===== config.mk =====
export PLATFORM = sky130hd
export DESIGN_NAME = warp_controller
export DESIGN_NICKNAME = d
export VERILOG_FILES = /design/src/rtl/common_pkg.sv /design/src/rtl/warp_controller.sv
export SDC_FILE = /design/constraint.sdc
export NUM_CORES = 1
export LEC_CHECK = 0
export ABC_CLOCK_PERIOD_IN_PS = 2330
export BUFFER_PORTS_ARGS = -buffer_cell sky130_fd_sc_hd__buf_2
export CAP_MARGIN = 40
export CORE_MARGIN = 1.5
export CORE_UTILIZATION = 48
export CTS_CLUSTER_DIAMETER = 100
export DETAILED_ROUTE_END_ITERATION = 7
export PLACE_DENSITY = 0.87
export SETUP_SLACK_MARGIN = 0.4
export SLEW_MARGIN = 20
export SYNTH_ARGS = -nofsm -noshare
export SYNTH_HDL_FRONTEND = slang
export SYNTH_SLANG_ARGS = --single-unit

===== constraint.sdc =====
create_clock -name clk -period 2.33 [get_ports clk]
set_clock_uncertainty 0.05 [all_clocks]
set_input_delay 0.233 -clock clk [delete_from_list [all_inputs] [get_ports clk]]
set_output_delay 0.233 -clock clk [all_outputs]
set_load 0.01 [all_outputs]

===== src/rtl/common_pkg.sv =====
// Shared core types: warp sequencing states, instruction-memory address and data widths.
package common_pkg;

  localparam int INSTR_W          = 32;
  localparam int INSTR_MEM_ADDR_W = 8;
  localparam int DATA_W           = 8;

  typedef logic [INSTR_MEM_ADDR_W-1:0] instr_mem_addr_t;
  typedef logic [DATA_W-1:0]           data_t;

  typedef enum logic [2:0] {
    WARP_IDLE    = 3'd0,
    WARP_FETCH   = 3'd1,
    WARP_DECODE  = 3'd2,
    WARP_REQUEST = 3'd3,
    WARP_WAIT    = 3'd4,
    WARP_EXECUTE = 3'd5,
    WARP_UPDATE  = 3'd6,
    WARP_DONE    = 3'd7
  } warp_state_t;

endpackage


===== src/rtl/warp_controller.sv =====
// Per-core warp sequencer: fetch, decode, register request, memory wait, execute, PC update.
// Owns the warp PC, the latched instruction word and the retired-instruction counter.
module warp_controller
  import common_pkg::*;
#(
  parameter int INSTR_ADDR_W = 8,
  parameter int THREADS      = 4
) (
  input  logic                    clk,
  input  logic                    reset,
  input  logic                    start,
  input  logic [INSTR_ADDR_W-1:0] start_pc,
  output logic                    fetch_req,
  output logic [INSTR_ADDR_W-1:0] fetch_addr,
  input  logic                    fetch_valid,
  input  logic [INSTR_W-1:0]      fetch_instr,
  output logic [INSTR_W-1:0]      instr,
  input  logic                    dec_ret,
  input  logic                    dec_branch,
  input  logic [INSTR_ADDR_W-1:0] branch_target,
  input  logic [THREADS-1:0]      lsu_busy,
  output warp_state_t             warp_state,
  output logic [INSTR_ADDR_W-1:0] pc,
  output logic                    done,
  output logic [15:0]             instr_count
);

  warp_state_t state_q, state_d;

  // NOTE: every always_comb output gets a default first so no path can infer a latch.
  always_comb begin
    state_d = state_q;
    unique case (state_q)
      WARP_IDLE, WARP_DONE: if (start)       state_d = WARP_FETCH;
      WARP_FETCH:           if (fetch_valid) state_d = WARP_DECODE;
      WARP_DECODE:                           state_d = WARP_REQUEST;
      WARP_REQUEST:                          state_d = WARP_WAIT;
      WARP_WAIT:            if (!(|lsu_busy)) state_d = WARP_EXECUTE;
      WARP_EXECUTE:                          state_d = WARP_UPDATE;
      WARP_UPDATE:          state_d = dec_ret ? WARP_DONE : WARP_FETCH;
      default:                               state_d = WARP_IDLE;
    endcase
  end

  // NOTE: sequential state uses non-blocking assignments so all registers update together.
  always_ff @(posedge clk or posedge reset) begin
    if (reset) begin
      state_q     <= WARP_IDLE;
      pc          <= '0;
      instr       <= '0;
      instr_count <= '0;
    end else begin
      state_q <= state_d;
      unique case (state_q)
        WARP_IDLE, WARP_DONE: begin
          if (start) begin
            pc          <= start_pc;
            instr_count <= '0;
          end
        end
        WARP_FETCH: begin
          if (fetch_valid) instr <= fetch_instr;
        end
        WARP_UPDATE: begin
          if (instr_count != 16'hFFFF) instr_count <= instr_count + 16'd1;
          // RET leaves the PC on the returning instruction.
          if (!dec_ret) begin
            if (dec_branch) pc <= branch_target;
            else            pc <= pc + INSTR_ADDR_W'(1);
          end
        end
        default: ;
      endcase
    end
  end

  // Outputs decode registered state only.
  assign warp_state = state_q;
  assign fetch_req  = (state_q == WARP_FETCH);
  assign done       = (state_q == WARP_DONE);
  assign fetch_addr = pc;

endmodule


== Yosys cells after proc, flatten, opt, wreduce, memory -nomap -nowiden ==
Index checks and enable logic that the tools add are counted.
Storage, ports and cells
  output and inout port bits: 69
  bits in registers: 59
  input port bits: 58
  logic and storage cells: 39
Operators by class
  equality and inequality tests: 13
  reductions and logical operators: 8
  add/sub/neg operators: 2
  multiplexer cells: 12
Operators with widths (number)
  two-way mux 16 bit: 2
  one-hot mux 16 bit (2 select lines): 1
  two-way mux 8 bit: 3
  one-hot mux 3 bit (7 select lines): 1
  adder 16 x 1 -> 16 bit, second input constant: 1
  != test 16 bit, second input constant: 1
  one-hot mux 8 bit (2 select lines): 1
  == test 3 bit, second input constant: 4
  two-way mux 3 bit: 4
  AND reduction 3 bit: 3
  adder 8 x 1 -> 8 bit, second input constant: 1
  != test 2 bit, second input constant: 4
  == test 3 x 2 -> 1 bit, second input constant: 2
  OR reduction 4 bit: 1
  == test 3 x 1 -> 1 bit, second input constant: 1
  zero test 3 bit: 1
  != test 2 x 1 -> 1 bit, second input constant: 1
  AND reduction 2 bit: 1
  nonzero test 2 bit: 1
  OR reduction 2 bit: 1

== Longest topological paths before layout ==
  depth in word-level cells: 4
  mapped depth: 6
  gate-level depth less buffers: 5

== Least setup slack after synthesis ==
No wires, ideal clock.
  kind: reg2reg
  from: register state_q[2], in the netlist warp_state[2]
  to: register instr[0]
  buffers on the path: 3
  setup time: 0.125 ns
  data required time: 2.155 ns
  clock period less this slack: 2.014 ns
  path slack: 0.316 ns
  data arrival time: 1.839 ns
  cell stages (with the launch flop): 7
  path through: dfrtp_1 buf_2 nor3b_1 and2_1 clkbuf_1 buf_2 mux2_2
Between the ends
  cells in the longest elaborated chain, start to end: 2
RTL lines
  from (decl): RTL line warp_controller.sv:28  | warp_state_t state_q, state_d;
  from (signal assigned): RTL line warp_controller.sv:53  | state_q <= state_d;
  == test 3 x 1 -> 1 bit
  via fetch_req: RTL line warp_controller.sv:13  | output logic fetch_req,
  AND reduction 2 bit (no source line)
  to (signal assigned): RTL line warp_controller.sv:62  | if (fetch_valid) instr <= fetch_instr;
  to (decl): RTL line warp_controller.sv:17  | output logic [INSTR_W-1:0] instr,
The timed path passes the listed nets, and every way through them passes these cells.
A chain may end at the register's enable or synchronous reset.

== Worst setup path after layout ==
  from: register instr_count[1]
  to: register instr_count[5]
Between the ends
  cells in the longest elaborated chain, start to end: 3
  elaborated cells on any way between the ends: 6
  those cells by class: 1 x add/sub; 2 x eq/ne; 2 x mux; 1 x reduce/logical
RTL lines
  from (decl): RTL line warp_controller.sv:25  | output logic [15:0] instr_count
  from (signal assigned): RTL line warp_controller.sv:65  | if (instr_count != 16'hFFFF) instr_count <= instr_count + 16'd1;
  adder 16 x 1 -> 16 bit or != test 16 bit (tied branches): RTL line warp_controller.sv:65
  two-way mux 16 bit or != test 2 bit (tied branches)
  one-hot mux 16 bit (2 select lines) or AND reduction 3 bit (tied branches)
Parallel ways exist; a longest one is shown, timed or not. The select of a mux whose other input is x is not followed.

==> summary.txt <==
Placed Area -> 3741 sq um
die area -> 6843 sq um
pwr dens -> 1197 nW/um^2
Synth area leader -> dfrtp_1
synth top area cells -> dfrtp_1 (48%), mux2_2 (8.1%), mux2_1 (4.1%), a21oi_1 (2.8%), nand2_1 (2.3%)
clk buf depth -> 2
layout cell share with drive strength beyond 1 -> 0.4789
ys async rst share -> 1.000
Final setup viols -> 0
DRC -> 0
Final ANT Viol Nets -> 0
placed cell count -> 474
post-route clock period utilization -> 0.8521
register area share after synthesis -> 0.4840
VDD IR max -> 0.6867 mV
Max-slew headroom -> 0.6073
CP Capture Type -> flop
FMAX -> 503.7 MHz
HPWL Detailed -> 5.755 mm
Final Hold Fails -> 0
Vias -> 2934
final std cells w/o fill -> 501
Sink Count -> 59
CTS Buf Count -> 9
Die H -> 82.72 um
CP Max Fanout -> 5
CP startpoint kind -> flop
top-count cell post-synth -> dfrtp_1
Place WS -> 0.1875 ns
number of flops mapped to enable cells by yosys -> 0
top post-synthesis cells by count -> dfrtp_1 (59), mux2_2 (22), nand2_1 (19), a21oi_1 (17), nand3_1 (14)
design area -> 4086 sq um
largest net degree at the start of global routing -> 35
hold_ws -> 0.05748 ns
min Tclk post-route -> 1.985 ns
RePlAce Congestion -> 0.9333
Power, Total -> 4.890 mW
TritonCTS clock tree -> done
Starting Density -> 0.5062
Rows -> 28
final WL -> 8.332 mm
Total GRT Usage -> 0.2443
total gr overflow -> 0
setup TNS -> 0 ns
worst setup margin -> 0.3446 ns
I/O pins -> 127
Ant. Diodes -> 0
Setup CP Type -> reg -> reg
DIE WIDTH -> 82.72 um
Post-Synthesis Cells -> 289
H-Tree Depth -> 3
synthesized cell area -> 3050 sq um
Ys Warns -> 0
average vias per placed instance -> 5.856
Routed WL per cell -> 16.63 um
area delta synth->final -> 33.96%
RSZ-0062 raised after global routing -> true
Yosys reg bits -> 59
Max-Cap Viols -> 0
Yosys cell types -> 53
vias in the first global route -> 2740
Core Util, Final -> 0.6782
nets -> 481
WP data required -> 2.47 ns
Reg clk slew, reported paths -> 0.08 ns
Arrival @ worst endpoint -> 2.13 ns
Worst Tran Pin Value -> 0.5882 ns
Clk Tree Root Cell -> clkbuf_8
fin. max-slew vios -> 0
status -> complete, no violations
Core ar. -> 6026 sq um
Synth top area share -> 0.4840
initial antenna violation count -> 0
leading register cell type out of synthesis -> dfrtp_1
Post-Syn Nets -> 349
Initial DRC Count -> 151
P_leak -> 1.925 nW
PortBufs -> 126
Avg Inst Size Synth -> 10.56 sq um
DR pass1 iterations -> 5
Worst-Skew Late Latency -> 0.33 ns
global-route wire length before repair -> 12.57 mm
hold crit path type -> in -> reg
==> final timing paths <==
path                                       startpoint                    endpoint  slack (ns)  depth (start not counted)
max reg2reg                instr_count[1]$_DFFE_PP0P_  instr_count[5]$_DFFE_PP0P_        0.34                          5
max in group asynchronous                       reset  instr_count[0]$_DFFE_PP0P_        1.16                          4
max                        instr_count[1]$_DFFE_PP0P_  instr_count[5]$_DFFE_PP0P_        0.34                          5
min in group asynchronous                       reset        instr[8]$_DFFE_PP0P_        0.46                          3
min reg2reg                     instr[28]$_DFFE_PP0P_       instr[28]$_DFFE_PP0P_        0.43                          1
min                                   fetch_instr[16]       instr[16]$_DFFE_PP0P_        0.06                          2
==> placed cells by master, fill, tap and decap left out, types with 3 or more instances in the layout <==
cell type	count
nor3_1	5
a31oi_1	8
and4_1	3
dfrtp_2	4
o211ai_1	5
nand3_1	13
nand4_1	5
inv_1	5
nand2_1	19
dfrtp_1	55
a21oi_1	17
buf_4	18
buf_2	126
o31ai_1	3
and3_1	3
o21ai_0	12
nor2_1	11
clkbuf_8	10
mux2i_1	3
clkinvlp_4	4
nand2b_1	3
mux2_1	11
a41oi_1	6
mux2_2	22
xnor2_1	3
==> logic make-up after synthesis <==
logic type,share of synthesized area
mux,0.1317
flops,0.4840
simple gates,0.1493
fa+ha+maj,0.008202
compound gates,0.1620
xor+xnor,0.008615
buf+inv,0.05620
==> registers in the layout, summed over array words and instances (netlist names) <==
signal and flops:
instr 32, instr_count 16, fetch_addr 8, warp_state 3
==> layer usage <==
metal | vias up | track usage | routed length [um]
li1 | 1346 | - | -
met1 | 1426 | 0.2964 | 3255
met2 | 146 | 0.4138 | 4359
met3 | 16 | 0.05495 | 577
met4 | 0 | 0.1083 | 140
met5 | - | 0 | 0
==> report_power, final <==
group          leakage, nW  total [mW]  switching (mW)  internal (mW)
clock               0.0778       0.834           0.417          0.416
sequential           0.728        1.89           0.428           1.46
combinational         1.12        2.16            1.12           1.05
==> worst max-delay path: stages, from the launching register on <==
cell and delay (ns):
dfrtp_1 0.42, ha_4 0.17, nand4_1 0.27, or4_4 0.67, a31oi_4 0.18, a31oi_1 0.07
==> area by class of cell <==
type	count	area (sq um)
inverter	6	22.52
timing repair buffer	147	815.8
fill	494	1939
clock inverter	5	38.79
clock buffer	11	141.4
multi-input combinational	198	1493
sequential	59	1481
tap	75	93.84
==> repair_timing <==
action	CTS	global route
hold buffers	1	0
pin swaps	1	2
hold endpoints to repair	25	0
gates cloned	0	1
gates resized for setup	3	13
setup endpoints to repair	18	16
setup buffers	7	2
(Power assumes the default switching activity.)
